**src/rtl/bitmap_video_scanner.sv**
```systemverilog
// bitmap_video_scanner
//   Parametrised 1bpp framebuffer scanner for the HDMI path. Generates the
//   display timing, fetches framebuffer bytes from a 1-cycle-latency video
//   RAM, serialises them with independent horizontal/vertical pixel repeat
//   and centres the bitmap in the active area with a border colour.
//
// Ports
//   clk_pixel    pixel clock
//   reset        synchronous, active-high reset
//   dispAddr     registered framebuffer byte address
//   dispData     byte read from dispAddr, valid one clock after the address
//   invert       swap FG/BG, sampled once per frame at counter (0,0)
//   red/green/blue  registered pixel colour
//   hsync/vsync  registered sync, active level SYNC_POL
//   de           registered active-video enable
//   frame_start  one-cycle pulse with output pixel (0,0)
//
// Pipeline: stage 0 is the counter state (hc,vc); stage 1 holds its control
// bits while the RAM answers; the output registers load at the end of stage 1,
// giving a fixed two-cycle latency from counters to pins.
module bitmap_video_scanner #(
    parameter int          H_ACTIVE   = 640,
    parameter int          H_FP       = 16,
    parameter int          H_SYNC     = 96,
    parameter int          H_BP       = 48,
    parameter int          V_ACTIVE   = 480,
    parameter int          V_FP       = 10,
    parameter int          V_SYNC     = 2,
    parameter int          V_BP       = 33,
    parameter logic        SYNC_POL   = 1'b0,
    parameter int          FB_WIDTH   = 256,
    parameter int          FB_HEIGHT  = 256,
    parameter int          H_REP      = 2,
    parameter int          V_REP      = 1,
    parameter logic        LSB_FIRST  = 1'b1,
    parameter int          ADDR_W     = 13,
    parameter logic [23:0] FG_RGB     = 24'hFFFFFF,
    parameter logic [23:0] BG_RGB     = 24'h000000,
    parameter logic [23:0] BORDER_RGB = 24'h000040
) (
    input  logic              clk_pixel,
    input  logic              reset,
    output logic [ADDR_W-1:0] dispAddr,
    input  logic [7:0]        dispData,
    input  logic              invert,
    output logic [7:0]        red,
    output logic [7:0]        green,
    output logic [7:0]        blue,
    output logic              hsync,
    output logic              vsync,
    output logic              de,
    output logic              frame_start
);

    localparam int H_TOTAL = H_ACTIVE + H_FP + H_SYNC + H_BP;
    localparam int V_TOTAL = V_ACTIVE + V_FP + V_SYNC + V_BP;
    localparam int HW      = $clog2(H_TOTAL);
    localparam int VW      = $clog2(V_TOTAL);
    localparam int X_OFF   = (H_ACTIVE - FB_WIDTH * H_REP) / 2;
    localparam int Y_OFF   = (V_ACTIVE - FB_HEIGHT * V_REP) / 2;
    localparam int HRW     = (H_REP > 1) ? $clog2(H_REP) : 1;
    localparam int VRW     = (V_REP > 1) ? $clog2(V_REP) : 1;

    localparam logic [HW-1:0] HC_MAX   = HW'(H_TOTAL - 1);
    localparam logic [HW-1:0] HA_LAST  = HW'(H_ACTIVE - 1);
    localparam logic [HW-1:0] HS_FIRST = HW'(H_ACTIVE + H_FP);
    localparam logic [HW-1:0] HS_LAST  = HW'(H_ACTIVE + H_FP + H_SYNC - 1);
    localparam logic [HW-1:0] WX_FIRST = HW'(X_OFF);
    localparam logic [HW-1:0] WX_LAST  = HW'(X_OFF + FB_WIDTH * H_REP - 1);
    localparam logic [VW-1:0] VC_MAX   = VW'(V_TOTAL - 1);
    localparam logic [VW-1:0] VA_LAST  = VW'(V_ACTIVE - 1);
    localparam logic [VW-1:0] VS_FIRST = VW'(V_ACTIVE + V_FP);
    localparam logic [VW-1:0] VS_LAST  = VW'(V_ACTIVE + V_FP + V_SYNC - 1);
    localparam logic [VW-1:0] WY_FIRST = VW'(Y_OFF);
    localparam logic [VW-1:0] WY_LAST  = VW'(Y_OFF + FB_HEIGHT * V_REP - 1);

    localparam logic [HRW-1:0]    HREP_LAST = HRW'(H_REP - 1);
    localparam logic [VRW-1:0]    VREP_LAST = VRW'(V_REP - 1);
    localparam logic [ADDR_W-1:0] ROW_BYTES = ADDR_W'(FB_WIDTH / 8);

    // Bitmap must fit the active area and be made of whole bytes.
    if (H_ACTIVE < FB_WIDTH * H_REP || V_ACTIVE < FB_HEIGHT * V_REP) begin : g_bad_window
        $error("bitmap_video_scanner: bitmap window larger than active area");
    end
    if (FB_WIDTH % 8 != 0) begin : g_bad_width
        $error("bitmap_video_scanner: FB_WIDTH must be a multiple of 8");
    end

    typedef struct packed {
        logic de;   // active video
        logic win;  // inside bitmap window
        logic hs;
        logic vs;
        logic fs;   // counter at (0,0)
        logic ld;   // first cycle of a byte: dispData carries the new byte
        logic px;   // first cycle of a pixel: serialiser advances
    } ctl_t;

    // Stage 0 state
    logic [HW-1:0]     hc, hc_n;
    logic [VW-1:0]     vc, vc_n;
    logic [HRW-1:0]    hrep, hrep_n;      // repeat count within a pixel
    logic [2:0]        bitc, bitc_n;      // pixel index within a byte
    logic [VRW-1:0]    vrep, vrep_n;      // repeat count within a bitmap row
    logic [ADDR_W-1:0] row_base, base_n;  // fy * row bytes for the current line
    logic              win_n, win0;

    // Stage 1 / output state
    ctl_t              ctl0, ctl1;
    logic [7:0]        shreg, shifted;
    logic              inv;
    logic              cur_bit;
    logic [23:0]       pix_rgb;

    // Next counter state. The address register is loaded from this look-ahead
    // so dispAddr already points at a byte while its first pixel is in hc.
    always_comb begin
        hc_n = hc + 1'b1;
        vc_n = vc;
        if (hc == HC_MAX) begin
            hc_n = '0;
            vc_n = (vc == VC_MAX) ? '0 : vc + 1'b1;
        end

        hrep_n = hrep + 1'b1;
        bitc_n = bitc;
        if (hc_n == WX_FIRST) begin
            hrep_n = '0;
            bitc_n = '0;
        end else if (hrep == HREP_LAST) begin
            hrep_n = '0;
            bitc_n = bitc + 1'b1;
        end

        vrep_n = vrep;
        base_n = row_base;
        if (hc_n == '0) begin
            if (vc_n == WY_FIRST) begin
                vrep_n = '0;
                base_n = '0;
            end else if (vc_n > WY_FIRST && vc_n <= WY_LAST) begin
                if (vrep == VREP_LAST) begin
                    vrep_n = '0;
                    base_n = row_base + ROW_BYTES;
                end else begin
                    vrep_n = vrep + 1'b1;
                end
            end
        end

        win_n = (hc_n >= WX_FIRST) && (hc_n <= WX_LAST) &&
                (vc_n >= WY_FIRST) && (vc_n <= WY_LAST);
    end

    // Stage 0 decode
    always_comb begin
        win0     = (hc >= WX_FIRST) && (hc <= WX_LAST) &&
                   (vc >= WY_FIRST) && (vc <= WY_LAST);
        ctl0     = '0;
        ctl0.de  = (hc <= HA_LAST) && (vc <= VA_LAST);
        ctl0.win = win0;
        ctl0.hs  = (hc >= HS_FIRST && hc <= HS_LAST) ? SYNC_POL : ~SYNC_POL;
        ctl0.vs  = (vc >= VS_FIRST && vc <= VS_LAST) ? SYNC_POL : ~SYNC_POL;
        ctl0.fs  = (hc == '0) && (vc == '0);
        ctl0.ld  = win0 && (hrep == '0) && (bitc == '0);
        ctl0.px  = (hrep == '0);
    end

    // Serialiser: on the load cycle the first pixel comes straight from
    // dispData so the byte is shown two cycles after its address.
    always_comb begin
        shifted = LSB_FIRST ? {1'b0, shreg[7:1]} : {shreg[6:0], 1'b0};
        if (ctl1.ld) begin
            cur_bit = LSB_FIRST ? dispData[0] : dispData[7];
        end else if (ctl1.px) begin
            cur_bit = LSB_FIRST ? shifted[0] : shifted[7];
        end else begin
            cur_bit = LSB_FIRST ? shreg[0] : shreg[7];
        end

        pix_rgb = 24'h000000;
        if (ctl1.de) begin
            if (ctl1.win) begin
                pix_rgb = (cur_bit ^ inv) ? FG_RGB : BG_RGB;
            end else begin
                pix_rgb = BORDER_RGB;
            end
        end
    end

    always_ff @(posedge clk_pixel) begin
        if (reset) begin
            hc          <= '0;
            vc          <= '0;
            hrep        <= '0;
            bitc        <= '0;
            vrep        <= '0;
            row_base    <= '0;
            dispAddr    <= '0;
            inv         <= 1'b0;
            shreg       <= '0;
            ctl1        <= '0;
            ctl1.hs     <= ~SYNC_POL;
            ctl1.vs     <= ~SYNC_POL;
            red         <= '0;
            green       <= '0;
            blue        <= '0;
            de          <= 1'b0;
            frame_start <= 1'b0;
            hsync       <= ~SYNC_POL;
            vsync       <= ~SYNC_POL;
        end else begin
            hc       <= hc_n;
            vc       <= vc_n;
            hrep     <= hrep_n;
            bitc     <= bitc_n;
            vrep     <= vrep_n;
            row_base <= base_n;

            // Hold the address outside the window; step it per byte inside.
            if (win_n) begin
                if (hc_n == WX_FIRST) begin
                    dispAddr <= base_n;
                end else if (hrep_n == '0 && bitc_n == '0) begin
                    dispAddr <= dispAddr + 1'b1;
                end
            end

            if (ctl0.fs) begin
                inv <= invert;
            end

            ctl1 <= ctl0;

            if (ctl1.ld) begin
                shreg <= dispData;
            end else if (ctl1.px) begin
                shreg <= shifted;
            end

            {red, green, blue} <= pix_rgb;
            de          <= ctl1.de;
            frame_start <= ctl1.fs;
            hsync       <= ctl1.hs;
            vsync       <= ctl1.vs;
        end
    end

endmodule

```
**config.mk**
```make
export PLATFORM = sky130hd
export DESIGN_NAME = bitmap_video_scanner
export DESIGN_NICKNAME = d
export VERILOG_FILES = /design/src/rtl/bitmap_video_scanner.sv
export SDC_FILE = /design/constraint.sdc
export NUM_CORES = 1
export LEC_CHECK = 0
export CAP_MARGIN = 20
export CORE_ASPECT_RATIO = 0.75
export CORE_MARGIN = 8
export CORE_UTILIZATION = 60
export DETAILED_ROUTE_END_ITERATION = 10
export PLACE_DENSITY = 0.85
export SLEW_MARGIN = 30
export SYNTH_ARGS = -nofsm -noshare
export SYNTH_HDL_FRONTEND = slang
export SYNTH_SLANG_ARGS = --single-unit
export TNS_END_PERCENT = 100
```
**constraint.sdc**
```tcl
create_clock -name clk_pixel -period 7.8 [get_ports clk_pixel]
set_clock_uncertainty 0.2 [all_clocks]
set_input_delay 1.56 -clock clk_pixel [delete_from_list [all_inputs] [get_ports clk_pixel]]
set_output_delay 1.56 -clock clk_pixel [all_outputs]
set_load 0.05 [all_outputs]
```
==> results by group <==
GRT
  • Vias in the first global route: between 3000 and 4000
  • First-pass GRT wire length: roughly 15000 um
  • Initial antenna violation count: 0
  • GRT Residual Overflow: 0
  • Largest net degree at the start of global routing: between 50 and 60
  • Gr usage total: a little under a fifth

Synth
  • Share of the synthesized area in the top cell type: a little over a third
  • Synth Flop Type: dfxtp_1
  • Most frequent cells after synthesis: dfxtp_1 (72), nor2_1 (59), buf_4 (24), nor3_1 (24), a21oi_1 (22)
  • Count leader, synth: dfxtp_1
  • Ranking of synthesized cells by area: dfxtp_1 (36%), nor2_1 (5.5%), buf_4 (4.5%), xnor2_1 (3.9%), nor3_1 (3.0%)
  • Syn Area/Cell: 8.402 sq um
  • Compound-Gate Fraction of Synth Area: between 10% and 20%
  • Area leader, netlist: dfxtp_1
  • Largest family of logic cells by synthesized area: simple AND/OR/NAND/NOR gates
  • Post-synthesis cell area: 0.004041 sq mm
  • EDFF count, synth: 0
  • Adder-cell share of the synthesized area: ~2.8%
  • Yosys cell types: 73
  • Mux cell area share after synthesis: 3.591%
  • Seq cells post-synth: 72
  • Simple-gate share of the synthesized area: between 20% and 30%
  • Yosys warning count: 0
  • Synth Area in XOR/XNOR: ~5%
  • Sequential area share after synthesis: 35.67%
  • Post-Syn Instances: just under 500
  • Asr flop ratio synth: 0%
  • Mapped Nets: ~500

Timing
  • Highest Clock Rate: around 270 MHz
  • Max Slew Vio Count: 0
  • Setup violations, final: 0
  • Fin crit period: 3.722 ns
  • Final hold slack: around 0.22 ns
  • Crit share post-route: between 40 and 50%
  • Worst Tran Pin Value: about 0.88 ns
  • Setup TNS: 0 ns
  • RSZ-0062 raised after global routing: no
  • Final Hold Viols: 0
  • Max_slew headroom: between 40 and 50%

Final layout
  • Multi-input logic area: 0.002253 sq mm
  • N_diodes: 0
  • Nets: 517
  • P&R area growth vs syn: 13.56%
  • Post-route cell area: 0.004589 sq mm
  • Share of layout cells above drive strength 1: 7.968%
  • # fillers: about 540
  • Storage cell area: ~0.0014 sq mm

Clock network
  • Clk buf depth: 2
  • H-tree depth: 3
  • Worst-path clk slew: 0.08 ns
  • Setup bufs post-CTS: 0
  • CTS Buf Count: 9
  • Worst-Skew Late Latency: 0.34 ns
  • CTS tree: done
  • CTS-repair resized insts: 0
  • Clock Root Buffer: clkbuf_8
  • Sink Count: 72
  • CTS Hold Bufs: 0

Worst setup path
  • Reg2reg path depth: 10
  • WP data required: 6.04 ns
  • Largest delay share family, worst path: buffers and inverters
  • CP Buf/Inv Count: 1
  • FF-to-FF Start: hc[0]$_SDFF_PP0_
  • Worst Path Class, Setup: register to output pin
  • CP Launch Type: register
  • Worst-path cell chain: clkdlybuf4s50_1
  • Worst setup EP type: output pin
  • Crit-path slowest cell: clkdlybuf4s50_1
  • R2R Path End: dispAddr[11]$_SDFFE_PP0P_
  • Instance count on the critical path: 1
  • Worst path max stage delay: a little over 0.9 ns
  • CP endpoint: green[6]
  • Beginning of the critical path: red[6]$_SDFF_PP0_
  • Arrival @ worst endpoint: between 1.5 and 2 ns
  • Setup slack, reg-to-reg: a little over 4 ns
  • CP max FO: 23

Routing
  • Via density: between 6 and 7
  • Final wirelength: 9188 um
  • First-pass detailed-route iteration total: 5
  • Residual DRC count: 0
  • Routed Antenna Nets: 0
  • Drt wl/cell: ~16 um
  • Total via count in the routed design: about 3600
  • Drt first-iter violations: 365

Status
  • Status: complete, no violations

Floorplanning
  • Die height: 87.08 um
  • Area of the die: roughly 0.0096 sq mm
  • Core Box Area: around 0.0067 sq mm
  • Ports: 52
  • Num rows: 26
  • Die X: 110.8 um
  • Initial core utilization: between 60% and 70%

Flow run
  • Number of max-cap violations: 0

Power
  • Power Dens Cells: around 160 mW/mm^2
  • Power Total: 0.7183 mW
  • Leak: roughly 1.6 nW
  • VDD IR max: about 0.11 mV

Placement
  • Port Buf Inserts: 51
  • DP Area: between 0.004 and 0.005 sq mm
  • HPWL after DPL: between 6000 and 7000 um
  • Routability congestion estimate: ~0.95

Hold path
  • Min-Delay Path Class: register to register
## where the power goes
group	leakage (nW)	internal (mW)	total [mW]	switching, mW
registers	0.583	0.373	0.380	0.00730
clock network	0.106	0.151	0.297	0.146
logic	0.880	0.0186	0.0408	0.0222
total	1.57	0.543	0.718	0.175
## through the flow
step,setup WS (ns),instances,util [%]
floorplan,4.635,481,-
global placement,4.398,570,65.80
detailed placement,4.190,570,65.80
CTS,4.031,586,68.82
global route,3.814,586,68.82
finish,4.078,586,68.82
## final cells by class
cell class / count / area share, %
Inverter: 16 / 1.309
Tap cell: 84 / 2.290
Clock buffer: 9 / 2.699
Sequential cell: 72 / 31.41
Clock inverter: 7 / 1.690
Timing Repair Buffer: 54 / 11.50
Multi-Input combinational cell: 344 / 49.10
## cells in the final DEF, fill, tap and decap left out, types with 4 or more instances in the layout
cell / netlist / routed
dfxtp_1: 72 / 72
nor2_1: 59 / 59
clkdlybuf4s50_1: 0 / 50
nor3_1: 24 / 24
a21oi_1: 22 / 22
nand2_1: 20 / 20
xnor2_1: 18 / 18
inv_1: 16 / 16
nand4_1: 14 / 14
nand3_1: 12 / 12
nor4_1: 13 / 12
and3_1: 11 / 11
o21ai_0: 11 / 11
mux2i_1: 10 / 10
ha_1: 9 / 9
clkbuf_8: 0 / 9
nand2b_1: 8 / 8
and2_1: 7 / 7
or3_1: 7 / 7
nor2b_1: 6 / 6
a31oi_1: 6 / 6
xor2_1: 5 / 5
a21o_1: 4 / 4
and4_1: 4 / 4
or2_2: 4 / 4
nor3b_1: 4 / 4
o41a_1: 4 / 4
o22ai_1: 4 / 4
## worst min path at each step
stage / startpoint / end / slack [ns] / depth (start not counted)
CTS: row_base[4]$_SDFF_PP0_ / row_base[4]$_SDFF_PP0_ / 0.23 / 2
global placement: ctl1[3]$_SDFF_PP1_ / vsync$_SDFF_PP1_ / 0.19 / 1
floorplan: ctl1[4]$_SDFF_PP1_ / hsync$_SDFF_PP1_ / 0.19 / 1
finish: ctl1[3]$_SDFF_PP1_ / vsync$_SDFF_PP1_ / 0.22 / 1
detailed placement: ctl1[3]$_SDFF_PP1_ / vsync$_SDFF_PP1_ / 0.21 / 1
global route: ctl1[5]$_SDFF_PP0_ / red[6]$_SDFF_PP0_ / 0.25 / 2
## kinds of logic after synthesis
kind of cell / after synthesis
XOR/XNOR: 23
buffers and inverters: 65
AO/OA/AOI/OAI: 87
multiplexers: 13
adder cells (fa/ha/maj): 9
AND/OR/NAND/NOR: 212
flip-flops: 72
## per-layer routing
| layer | wire (um) | track usage [%] |
|---|---|---|
| met3 | 834 | 6.474 |
| met2 | 3907 | 29.10 |
| met5 | 0 | 0 |
| met4 | 114 | 6.357 |
| met1 | 4331 | 24.72 |
## sequential cells by signal, indices dropped and copies added, names as in the netlist, 3 cells and up
register and count:
dispAddr 13, ctl1 7, bitc 3, shreg 8, hc 10, vc 10
row_base 13
Power figures use the tool's default switching activity.
